## src/rtl/rob_ring.sv

```systemverilog
// In-order-retire reorder ring: allocate at tail, complete out of order by slot, retire from head.
// Optional ROB_RING_EXC_EN adds a per-entry exception bit; retiring an excepting entry flushes the ring.
module rob_ring #(
    parameter  int WIDTH = 4,
    parameter  int DEPTH = 16,
    localparam int AW    = $clog2(DEPTH)
) (
    input  logic             i_clk,
    input  logic             i_rst_n,
    input  logic             i_alloc,
    input  logic [WIDTH-1:0] i_alloc_data,
    output logic             o_alloc_rdy,
    output logic [AW-1:0]    o_alloc_idx,
    input  logic             i_wb_en,
    input  logic [AW-1:0]    i_wb_idx,
`ifdef ROB_RING_EXC_EN
    input  logic             i_wb_exc,
    output logic             o_ret_exc,
`endif
    output logic             o_ret_vld,
    input  logic             i_ret_rdy,
    output logic [WIDTH-1:0] o_ret_data,
    output logic [AW-1:0]    o_ret_idx,
    input  logic             i_flush,
    output logic             o_full,
    output logic             o_empty,
    output logic [AW:0]      o_count
);

    // Pointers carry one extra wrap bit so full and empty are distinguishable.
    logic [AW:0]      head_reg, head_next;
    logic [AW:0]      tail_reg, tail_next;
    logic [DEPTH-1:0] valid_reg, valid_next;
    logic [DEPTH-1:0] done_reg, done_next;
    logic [DEPTH-1:0] data_we;
    logic [WIDTH-1:0] data_reg [DEPTH];

    logic [AW-1:0]    head_idx;
    logic [AW-1:0]    tail_idx;
    logic             full;
    logic             alloc_fire;
    logic             ret_vld;
    logic             ret_fire;
    logic             exc_flush;
    logic             clear_all;

    assign head_idx   = head_reg[AW-1:0];
    assign tail_idx   = tail_reg[AW-1:0];
    assign full       = (head_idx == tail_idx) && (head_reg[AW] != tail_reg[AW]);
    assign ret_vld    = valid_reg[head_idx] && done_reg[head_idx];
    assign alloc_fire = i_alloc && !full;
    assign ret_fire   = ret_vld && i_ret_rdy;
    assign clear_all  = i_flush || exc_flush;

`ifdef ROB_RING_EXC_EN
    logic [DEPTH-1:0] exc_reg, exc_next;

    assign exc_flush = ret_fire && exc_reg[head_idx];
    assign o_ret_exc = ret_vld && exc_reg[head_idx];
`else
    assign exc_flush = 1'b0;
`endif

    // Per-slot next-state: flush beats alloc beats retire beats write-back.
    // Alloc and retire never target the same slot in one cycle (alloc needs !full, retire needs !empty).
    generate
        for (genvar gi = 0; gi < DEPTH; gi++) begin : g_slot
            localparam logic [AW-1:0] SLOT = AW'(gi);
            logic alloc_hit;
            logic ret_hit;
            logic wb_hit;

            assign alloc_hit = alloc_fire && (tail_idx == SLOT);
            assign ret_hit   = ret_fire && (head_idx == SLOT);
            assign wb_hit    = i_wb_en && (i_wb_idx == SLOT) && valid_reg[gi];
            assign data_we[gi] = alloc_hit && !clear_all;

            assign valid_next[gi] = clear_all ? 1'b0 :
                                    alloc_hit ? 1'b1 :
                                    ret_hit   ? 1'b0 :
                                                valid_reg[gi];

            assign done_next[gi]  = clear_all ? 1'b0 :
                                    alloc_hit ? 1'b0 :
                                    ret_hit   ? 1'b0 :
                                    wb_hit    ? 1'b1 :
                                                done_reg[gi];
`ifdef ROB_RING_EXC_EN
            assign exc_next[gi]   = clear_all ? 1'b0 :
                                    alloc_hit ? 1'b0 :
                                    ret_hit   ? 1'b0 :
                                    wb_hit    ? (exc_reg[gi] | i_wb_exc) :
                                                exc_reg[gi];
`endif
        end
    endgenerate

    always_comb begin
        head_next = head_reg;
        tail_next = tail_reg;
        if (clear_all) begin
            head_next = '0;
            tail_next = '0;
        end else begin
            if (ret_fire) begin
                head_next = head_reg + (AW+1)'(1);
            end
            if (alloc_fire) begin
                tail_next = tail_reg + (AW+1)'(1);
            end
        end
    end

    always_ff @(posedge i_clk or negedge i_rst_n) begin
        if (!i_rst_n) begin
            head_reg  <= '0;
            tail_reg  <= '0;
            valid_reg <= '0;
            done_reg  <= '0;
        end else begin
            head_reg  <= head_next;
            tail_reg  <= tail_next;
            valid_reg <= valid_next;
            done_reg  <= done_next;
        end
    end

`ifdef ROB_RING_EXC_EN
    always_ff @(posedge i_clk or negedge i_rst_n) begin
        if (!i_rst_n) begin
            exc_reg <= '0;
        end else begin
            exc_reg <= exc_next;
        end
    end
`endif

    // Payload is cleared on reset so the head slot reads zero out of reset; flush leaves it alone.
    always_ff @(posedge i_clk or negedge i_rst_n) begin
        if (!i_rst_n) begin
            for (int i = 0; i < DEPTH; i++) begin
                data_reg[i] <= '0;
            end
        end else begin
            for (int i = 0; i < DEPTH; i++) begin
                if (data_we[i]) begin
                    data_reg[i] <= i_alloc_data;
                end
            end
        end
    end

    assign o_alloc_rdy = !full;
    assign o_alloc_idx = tail_idx;
    assign o_ret_vld   = ret_vld;
    assign o_ret_data  = data_reg[head_idx];
    assign o_ret_idx   = head_idx;
    assign o_full      = full;
    assign o_empty     = (head_reg == tail_reg);
    assign o_count     = tail_reg - head_reg;

endmodule

```

## config.mk

```make
export PLATFORM = sky130hd
export DESIGN_NAME = rob_ring
export DESIGN_NICKNAME = d
export VERILOG_FILES = /design/src/rtl/rob_ring.sv
export SDC_FILE = /design/constraint.sdc
export NUM_CORES = 1
export LEC_CHECK = 0
export BUFFER_PORTS_ARGS = -buffer_cell sky130_fd_sc_hd__clkbuf_2
export CAP_MARGIN = 20
export CORE_MARGIN = 3
export CORE_UTILIZATION = 29
export CTS_CLUSTER_DIAMETER = 30
export DETAILED_ROUTE_END_ITERATION = 16
export GPL_ROUTABILITY_DRIVEN = 0
export PLACE_DENSITY = 0.44
export REMOVE_ABC_BUFFERS = 1
export SETUP_SLACK_MARGIN = 0.3
export SYNTH_ARGS = -nofsm -noshare
export SYNTH_HDL_FRONTEND = slang
export SYNTH_SLANG_ARGS = --single-unit
```

## constraint.sdc

```tcl
create_clock -name i_clk -period 3.8 [get_ports i_clk]
set_input_delay 0.95 -clock i_clk [delete_from_list [all_inputs] [get_ports i_clk]]
set_output_delay 0.95 -clock i_clk [all_outputs]
set_load 0.05 [all_outputs]
```

**Word-level counts from Yosys, hierarchy flattened**

Cells that the tools add are included.

- Output and inout bits: 21
- Logic and storage cells: 350
- Input port bits: 14
- Register bits after elaboration: 106

- Order comparisons: 2
- Equality and inequality tests: 48
- Reduce and logical (&&, ||, !) cells: 123
- Bitwise gates (word level): 1
- Multiplexer cells: 123
- $add $sub $neg: 3

Operators by type and width:

| operator | count |
|---|---|
| 1-bit two-way mux | 114 |
| 4-bit == test, second input constant | 24 |
| 1-bit logical AND | 84 |
| 4-bit nonzero test | 16 |
| 4-bit by 3-bit == test with 1-bit output, second input constant | 12 |
| 3-bit nonzero test | 16 |
| 4-bit by 2-bit == test with 1-bit output, second input constant | 6 |
| 5-bit two-way mux | 4 |
| 4-bit binary-select mux with 4-bit select | 1 |
| 4-bit by 1-bit == test with 1-bit output, second input constant | 3 |
| 4-bit zero test | 3 |
| 5-bit by 1-bit adder with 5-bit output, second input constant | 2 |
| 1-bit binary-select mux with 4-bit select | 2 |
| 4-bit two-way mux | 2 |
| 5-bit == test | 1 |
| 5-bit >= comparator, second input constant | 1 |
| 4-bit by 5-bit < comparator with 1-bit output, second input constant | 1 |
| 4-bit NOT with 5-bit output | 1 |
| 5-bit subtractor | 1 |
| 4-bit == test | 1 |
| 2-bit nonzero test | 2 |
| 1-bit zero test | 2 |
| 1-bit inequality test | 1 |

**Longest topological paths before layout**

Gate-level depths: netlist (run 1).

- Depth in word-level cells: 8
- Depth in mapped cells: 9
- Mapped depth without buffers: 8

**Least setup slack after synthesis (run 1)**

OpenSTA, ideal clock, no wires.

- Path type: register to output
- From: register tail_reg[0]
- To: output o_count[4]
- Arrival: 2.202 ns
- Slack: 0.648 ns
- Cell stages (with the launch flop): 8
- Cells stage by stage: dfrtp_1 -> inv_1 -> ha_1 -> inv_1 -> fa_1 -> a21o_1 -> a21oi_1 -> xor2_1

- Cells in the longest elaborated chain, start to end: 1

RTL lines:

| element | RTL line | text |
|---|---|---|
| start: declaration | 32 | `logic [AW:0] tail_reg, tail_next;` |
| start signal: assignment | 122 | `tail_reg <= tail_next;` |
| 5-bit subtractor | 160 | `assign o_count = tail_reg - head_reg;` |
| end: declaration | 27 | `output logic [AW:0] o_count` |

Every way passes these cells.

**Worst setup path in the final report (run 1)**

- From: register head_reg[0]
- To: output o_ret_data[2]

- Cells in the longest elaborated chain, start to end: 4

RTL lines:

| element | RTL line | text |
|---|---|---|
| start: declaration | 31 | `logic [AW:0] head_reg, head_next;` |
| start signal: assignment | 121 | `head_reg <= head_next;` |
| 4-bit NOT with 5-bit output (not written as such) | 156 | `assign o_ret_data = data_reg[head_idx];` |
| 4-bit binary-select mux with 4-bit select | 156 |  |
| 4-bit two-way mux (not written as such) (2 in series) | 156 |  |
| end: declaration | 22 | `output logic [WIDTH-1:0] o_ret_data,` |

Every way passes these cells. The select of a mux whose other input is x is not followed.

==> metrics, run 1 <==
FILL cells 1822; number of buffers inserted during clock tree synthesis 9; slowest library cell on the worst path sky130_fd_sc_hd__mux4_2; switching power share of the total 26.0%; Post-Synthesis Cell Area 5530 um^2; share of synthesized flip-flops with an asynchronous set or reset 100%; Site Rows 49; total net switching power 661 uW; maximum number of pins on one net before global-route repair 71; Pre-antenna DRT Iters 4; period utilisation layout 88.6%; first-pass GRT wire length 25000 um; post-route DRC violation count 0; total inserted antenna cells 0; Setup Skew 0.00648 ns; slew at the pin closest to its max-slew limit 0.753 ns; end-of-flow core utilization 34.3%; CTS tree done; Initial Util 30.2%; fraction of layout instances using a drive strength above 1 31.8%; WP data required 2.85 ns; reg2reg setup slack 0.94 ns; initial drt markers 184; commonest non-fill, non-tap cells in the layout sky130_fd_sc_hd__dfrtp_1 (106), sky130_fd_sc_hd__mux2_2 (65), sky130_fd_sc_hd__nand2_1 (33), sky130_fd_sc_hd__clkbuf_2 (31), sky130_fd_sc_hd__nor2_1 (26); post-CTS setup buffer count 0; Die Outline Area 20800 um^2; Die Span Y 144 um; number of synthesized flops with an enable pin 0; Maximum Capacitance Violations 0; antenna-violating nets left 0; IO Pins 35; Highest Clock Rate 297 MHz; worst supply voltage drop on vdd 0.000191 V; Final Critical Period 3.37 ns; Power per Cell Area 404 nW/um^2; detailed-routing wirelength on met1 6800 um; library cell used as clock root buffer sky130_fd_sc_hd__clkbuf_16; dominant register cell in the synthesized netlist sky130_fd_sc_hd__dfrtp_1; Critical Path, Cell by Cell buf_12 > mux4_2 > mux4_2 > clkbuf_2; sequential power share 48.1%; type of the worst min-delay path reg2reg; largest fanout of any net on the critical path 29; H-tree depth 3; met3 wire len 867 um; number of buffers inserted by hold repair at cts 0; status complete, no violations; number of buffer cells added on primary ports 34; final count of negative-setup-slack endpoints 0; number of distinct library cells after synthesis 48; overall power after layout 2.54 mW; worst-skew pair later-pin latency 0.35 ns; metal2 WL 7780 um; area added between synthesis and finish 13.7%; Max-Slew Margin vs Limit 49.6%; kind of start point of the critical path flop; #FFs+latches synth 106; top routing layer used met4; Post-Synthesis Mean Instance Area 11.9 um^2; maximum buffer depth of the clock tree 2; type of the worst setup path reg2out; vias per cell 5.34; count of synthesis-stage warnings from yosys 0; final count of hold timing violations 0; total number of vias 3860; number of standard cells after synthesis 464; relative contribution of combinational cells to total power 11.8%; total overflow reported by the global router 0; commonest non-fill, non-tap cell in the layout sky130_fd_sc_hd__dfrtp_1; floorplan die width 144 um; Floorplan Core Area 18300 um^2; dominant cell type by count on the critical path sky130_fd_sc_hd__mux4_2; proportion of power drawn by the clock network 40.1%; number of sinks driven by the clock tree 106; RSZ-0062 raised after global routing false; static leakage 2.81 nW; nets@finish 517; sequential-to-total area share from yosys stat 48.0%; Final Routed Wirelength 15700 um; cell-internal power 1.88 mW; max incr delay on CP 0.54 ns; clock-pin slew on the worst setup and hold paths 0.07 ns; half-perimeter wire length of the detailed placement result 11200 um; number of global-route vias before repair 4234; combined global-route utilization of all metal layers 15.9%; final count of pins violating max slew 0; per-cell routed wire length 21.7 um; flip-flop count of the largest register after layout 64; Worst Setup End Kind output port; antenna violations before repair 0; data arrival time of the critical path 2.42 ns
==> synthesized netlist by cell type, types with 3 or more instances <==
master	n	area, um^2
sky130_fd_sc_hd__dfrtp_1	106	2650
sky130_fd_sc_hd__mux2_2	65	732
sky130_fd_sc_hd__nand2_1	33	124
sky130_fd_sc_hd__nor2_1	26	97.6
sky130_fd_sc_hd__a21oi_1	24	120
sky130_fd_sc_hd__mux4_2	23	518
sky130_fd_sc_hd__a31oi_1	20	125
sky130_fd_sc_hd__o21ai_0	16	80.1
sky130_fd_sc_hd__nand3_1	15	75.1
sky130_fd_sc_hd__inv_1	14	52.6
sky130_fd_sc_hd__clkbuf_1	13	48.8
sky130_fd_sc_hd__ha_1	12	150
sky130_fd_sc_hd__buf_4	9	67.6
sky130_fd_sc_hd__and2_1	8	50.1
sky130_fd_sc_hd__nor2b_1	6	37.5
sky130_fd_sc_hd__a2111oi_0	5	43.8
sky130_fd_sc_hd__buf_2	5	25.0
sky130_fd_sc_hd__a2111o_1	4	45.0
sky130_fd_sc_hd__a221o_1	4	40.0
sky130_fd_sc_hd__and3_1	4	25.0
sky130_fd_sc_hd__xnor2_1	4	35.0
sky130_fd_sc_hd__xor2_1	4	35.0
sky130_fd_sc_hd__and4_1	3	26.3
sky130_fd_sc_hd__nand2b_1	3	18.8
sky130_fd_sc_hd__nor3_1	3	15.0
sky130_fd_sc_hd__nor3_2	3	30.0
sky130_fd_sc_hd__or3_1	3	18.8
==> per-layer routing <==
metal	vias up	GRT usage, %
met5	-	0
met4	0	4.76
met3	22	3.97
met2	110	26.8
met1	1966	20.4
li1	1762	-
==> layout make-up <==
cell class	instances	area (um^2)	area share, %
Timing Repair Buffer	43	295	4.70
Clock buffer	10	229	3.64
Multi-Input combinational cell	313	2670	42.4
Sequential cell	106	2650	42.2
Inverter	17	67.6	1.07
Clock inverter	5	87.6	1.39
Tap cell	229	287	4.56
==> final timing paths <==
check | from | endpoint | cells past startpoint
min | done_reg[8] | done_reg[8] | 2
max in group asynchronous | i_rst_n | data_reg[31] | 2
max | head_reg[0] | o_ret_data[2] | 4
min in group asynchronous | i_rst_n | done_reg[15] | 1
max reg2reg | head_reg[3] | data_reg[55] | 8
min reg2reg | done_reg[8] | done_reg[8] | 2
==> power by group through the flow <==
stage	registers (mW)	clock network [mW]	logic, mW
3_3_place_gp	1.25	0	0.299
6_report	1.22	1.02	0.299
5_1_grt	1.23	1.11	0.328
4_1_cts	1.22	1.06	0.305
3_5_place_dp	1.25	0	0.303
2_1_floorplan	1.24	0	0.186
==> cells by family (layout without fill, tap and decap cells) <==
kind of cell	count (synthesis)	count (layout)	share of synthesized area, %
xor+xnor	8	8	1.27
compound gates	86	86	10.4
flops	106	106	48.0
fa+ha+maj	13	13	3.08
buf+inv	45	75	3.78
simple gates	116	116	10.5
mux	90	90	23.0
==> per-stage QoR <==
stage / hold slack, ns / setup WS [ns] / cells / area, um^2 / setup TNS, ns
after floorplan: 0.463 / -0.403 / 436 / 5390 / -3.48
after global placement: 0.481 / 0.677 / 708 / 5950 / 0
after detailed placement: 0.484 / 0.629 / 708 / 5950 / 0
after CTS: 0.500 / 0.336 / 723 / 6270 / 0
after global routing: 0.513 / 0.311 / 723 / 6290 / 0
final: 0.498 / 0.433 / 723 / 6290 / 0
==> worst max-delay path, delay by kind of cell (launching register included) <==
| family | cells | cell delay (ns) |
|---|---|---|
| flip-flops | 1 | 0.47 |
| buffers and inverters | 2 | 0.51 |
| multiplexers | 2 | 1.05 |
==> repair_timing <==
action                                  in CTS  in global routing
endpoints found under the setup margin       4                  6
cloned                                       0                  0
gates resized for setup                      1                  5
Power figures use the tool's default switching activity.
==> run 2: changes to the inputs <==
- clock period: 3.8 -> 4.1 ns (I/O delays scaled with it)
==> metrics, run 2 (synthesis results as in run 1) <==
total number of vias 3827; status complete, no violations; maximum buffer depth of the clock tree 2; antenna-violating nets left 0; Maximum Capacitance Violations 0; slew at the pin closest to its max-slew limit 0.858 ns; fraction of layout instances using a drive strength above 1 31.6%; RSZ-0062 raised after global routing false; number of buffer cells added on primary ports 34; largest fanout of any net on the critical path 12; Floorplan Core Area 18300 um^2; Die Outline Area 20800 um^2; commonest non-fill, non-tap cells in the layout sky130_fd_sc_hd__dfrtp_1 (106), sky130_fd_sc_hd__mux2_2 (65), sky130_fd_sc_hd__nand2_1 (33), sky130_fd_sc_hd__clkbuf_2 (33), sky130_fd_sc_hd__nor2_1 (26); post-CTS setup buffer count 0; number of buffers inserted during clock tree synthesis 9; half-perimeter wire length of the detailed placement result 10700 um; area added between synthesis and finish 12.6%; number of standard cells in the layout, taps in and fillers out 723; total overflow reported by the global router 0; data arrival time of the critical path 2.64 ns; Setup Total Neg Slack 0 ns; initial drt markers 223; worst-skew pair later-pin latency 0.36 ns; worst supply voltage drop on vdd 0.000210 V; Power per Cell Area 374 nW/um^2; period utilisation layout 89.3%; final count of negative-setup-slack endpoints 0; Max-Slew Margin vs Limit 42.8%; static leakage 2.80 nW; total inserted antenna cells 0; flip-flop count of the largest register after layout 64; final count of pins violating max slew 0; Die Span Y 144 um; overall power after layout 2.33 mW; Highest Clock Rate 273 MHz; final count of hold timing violations 0; clock-pin slew on the worst setup and hold paths 0.07 ns; post-route DRC violation count 0; antenna violations before repair 0; Worst Setup End Kind output port; Setup Skew 0.00735 ns; number of sinks driven by the clock tree 106; Pre-antenna DRT Iters 6; type of the worst setup path reg2out; post-route cell area 6230 um^2; cell area after placement 5920 um^2; floorplan die width 144 um; count of cells resized by post-cts repair 0; WP data required 3.07 ns; Final Routed Wirelength 15200 um; FILL cells 1802; number of global-route vias before repair 4046; Site Rows 49; library cell used as clock root buffer sky130_fd_sc_hd__clkbuf_16; commonest non-fill, non-tap cell in the layout sky130_fd_sc_hd__dfrtp_1; H-tree depth 3; maximum number of pins on one net before global-route repair 64; CTS tree done; IO Pins 35; vias per cell 5.29; number of buffers inserted by hold repair at cts 0; type of the worst min-delay path reg2reg; Final Critical Period 3.66 ns; per-cell routed wire length 21.0 um; nets@finish 516; Initial Util 30.2%; combined global-route utilization of all metal layers 15.2%; kind of start point of the critical path flop; first-pass GRT wire length 23900 um; placed cell count 707
==> run 2: cell count changes in the layout (fill, tap and decap cells not counted), sizes merged <==
cell      before  now
clkinv         0    4
buf           12    9
clkbuf        41   43
clkinvlp       2    0
bufinv         2    1
==> run 2: final cells by class <==
cell class                 instances  area [um^2]  share of cell area, %
multi-input combinational        313         2670                   42.8
clock inverter                     6         72.6                   1.17
sequential                       106         2650                   42.6
tap                              229          287                   4.60
inverter                          17         63.8                   1.02
clock buffer                      10          239                   3.84
timing repair buffer              42          245                   3.94
==> run 2: path summary, 6_finish.rpt <==
kind / startpoint / end / slack (ns) / depth (start not counted)
max in group asynchronous: i_rst_n / data_reg[25] / 2.62 / 2
min: done_reg[9] / done_reg[9] / 0.49 / 2
min reg2reg: done_reg[9] / done_reg[9] / 0.49 / 2
max: head_reg[2] / o_full / 0.44 / 6
min in group asynchronous: i_rst_n / tail_reg[4] / 0.74 / 1
max reg2reg: head_reg[2] / data_reg[58] / 0.95 / 8
==> run 2: critical path, cell delays in order (launching register included) <==
cell                       delay (ns)
sky130_fd_sc_hd__dfrtp_1         0.64
sky130_fd_sc_hd__inv_1           0.26
sky130_fd_sc_hd__ha_1            0.39
sky130_fd_sc_hd__and4_1          0.23
sky130_fd_sc_hd__nand2_2         0.15
sky130_fd_sc_hd__clkinv_1        0.28
sky130_fd_sc_hd__clkbuf_2        0.33
==> run 2: power breakdown <==
part           internal, mW  switching (mW)
clock network         0.498           0.420
registers              1.10          0.0281
logic                 0.103           0.181
==> run 2: through the flow <==
stage / setup WS [ns] / util (%) / hold slack [ns]
finish: 0.438 / 34.0 / 0.494
global placement: 0.924 / 32.3 / 0.482
detailed placement: 0.831 / 32.3 / 0.483
global route: 0.301 / 34.0 / 0.517
floorplan: -0.178 / - / 0.463
CTS: 0.444 / 34.0 / 0.498
==> run 2: routing by layer <==
metal,part of all wire (%),GRT usage [%],vias up
li1,-,-,1756
met1,45,19.8,1977
met2,49,25.3,72
met3,4.1,3.44,22
met4,2.0,4.66,0
met5,0,0,-
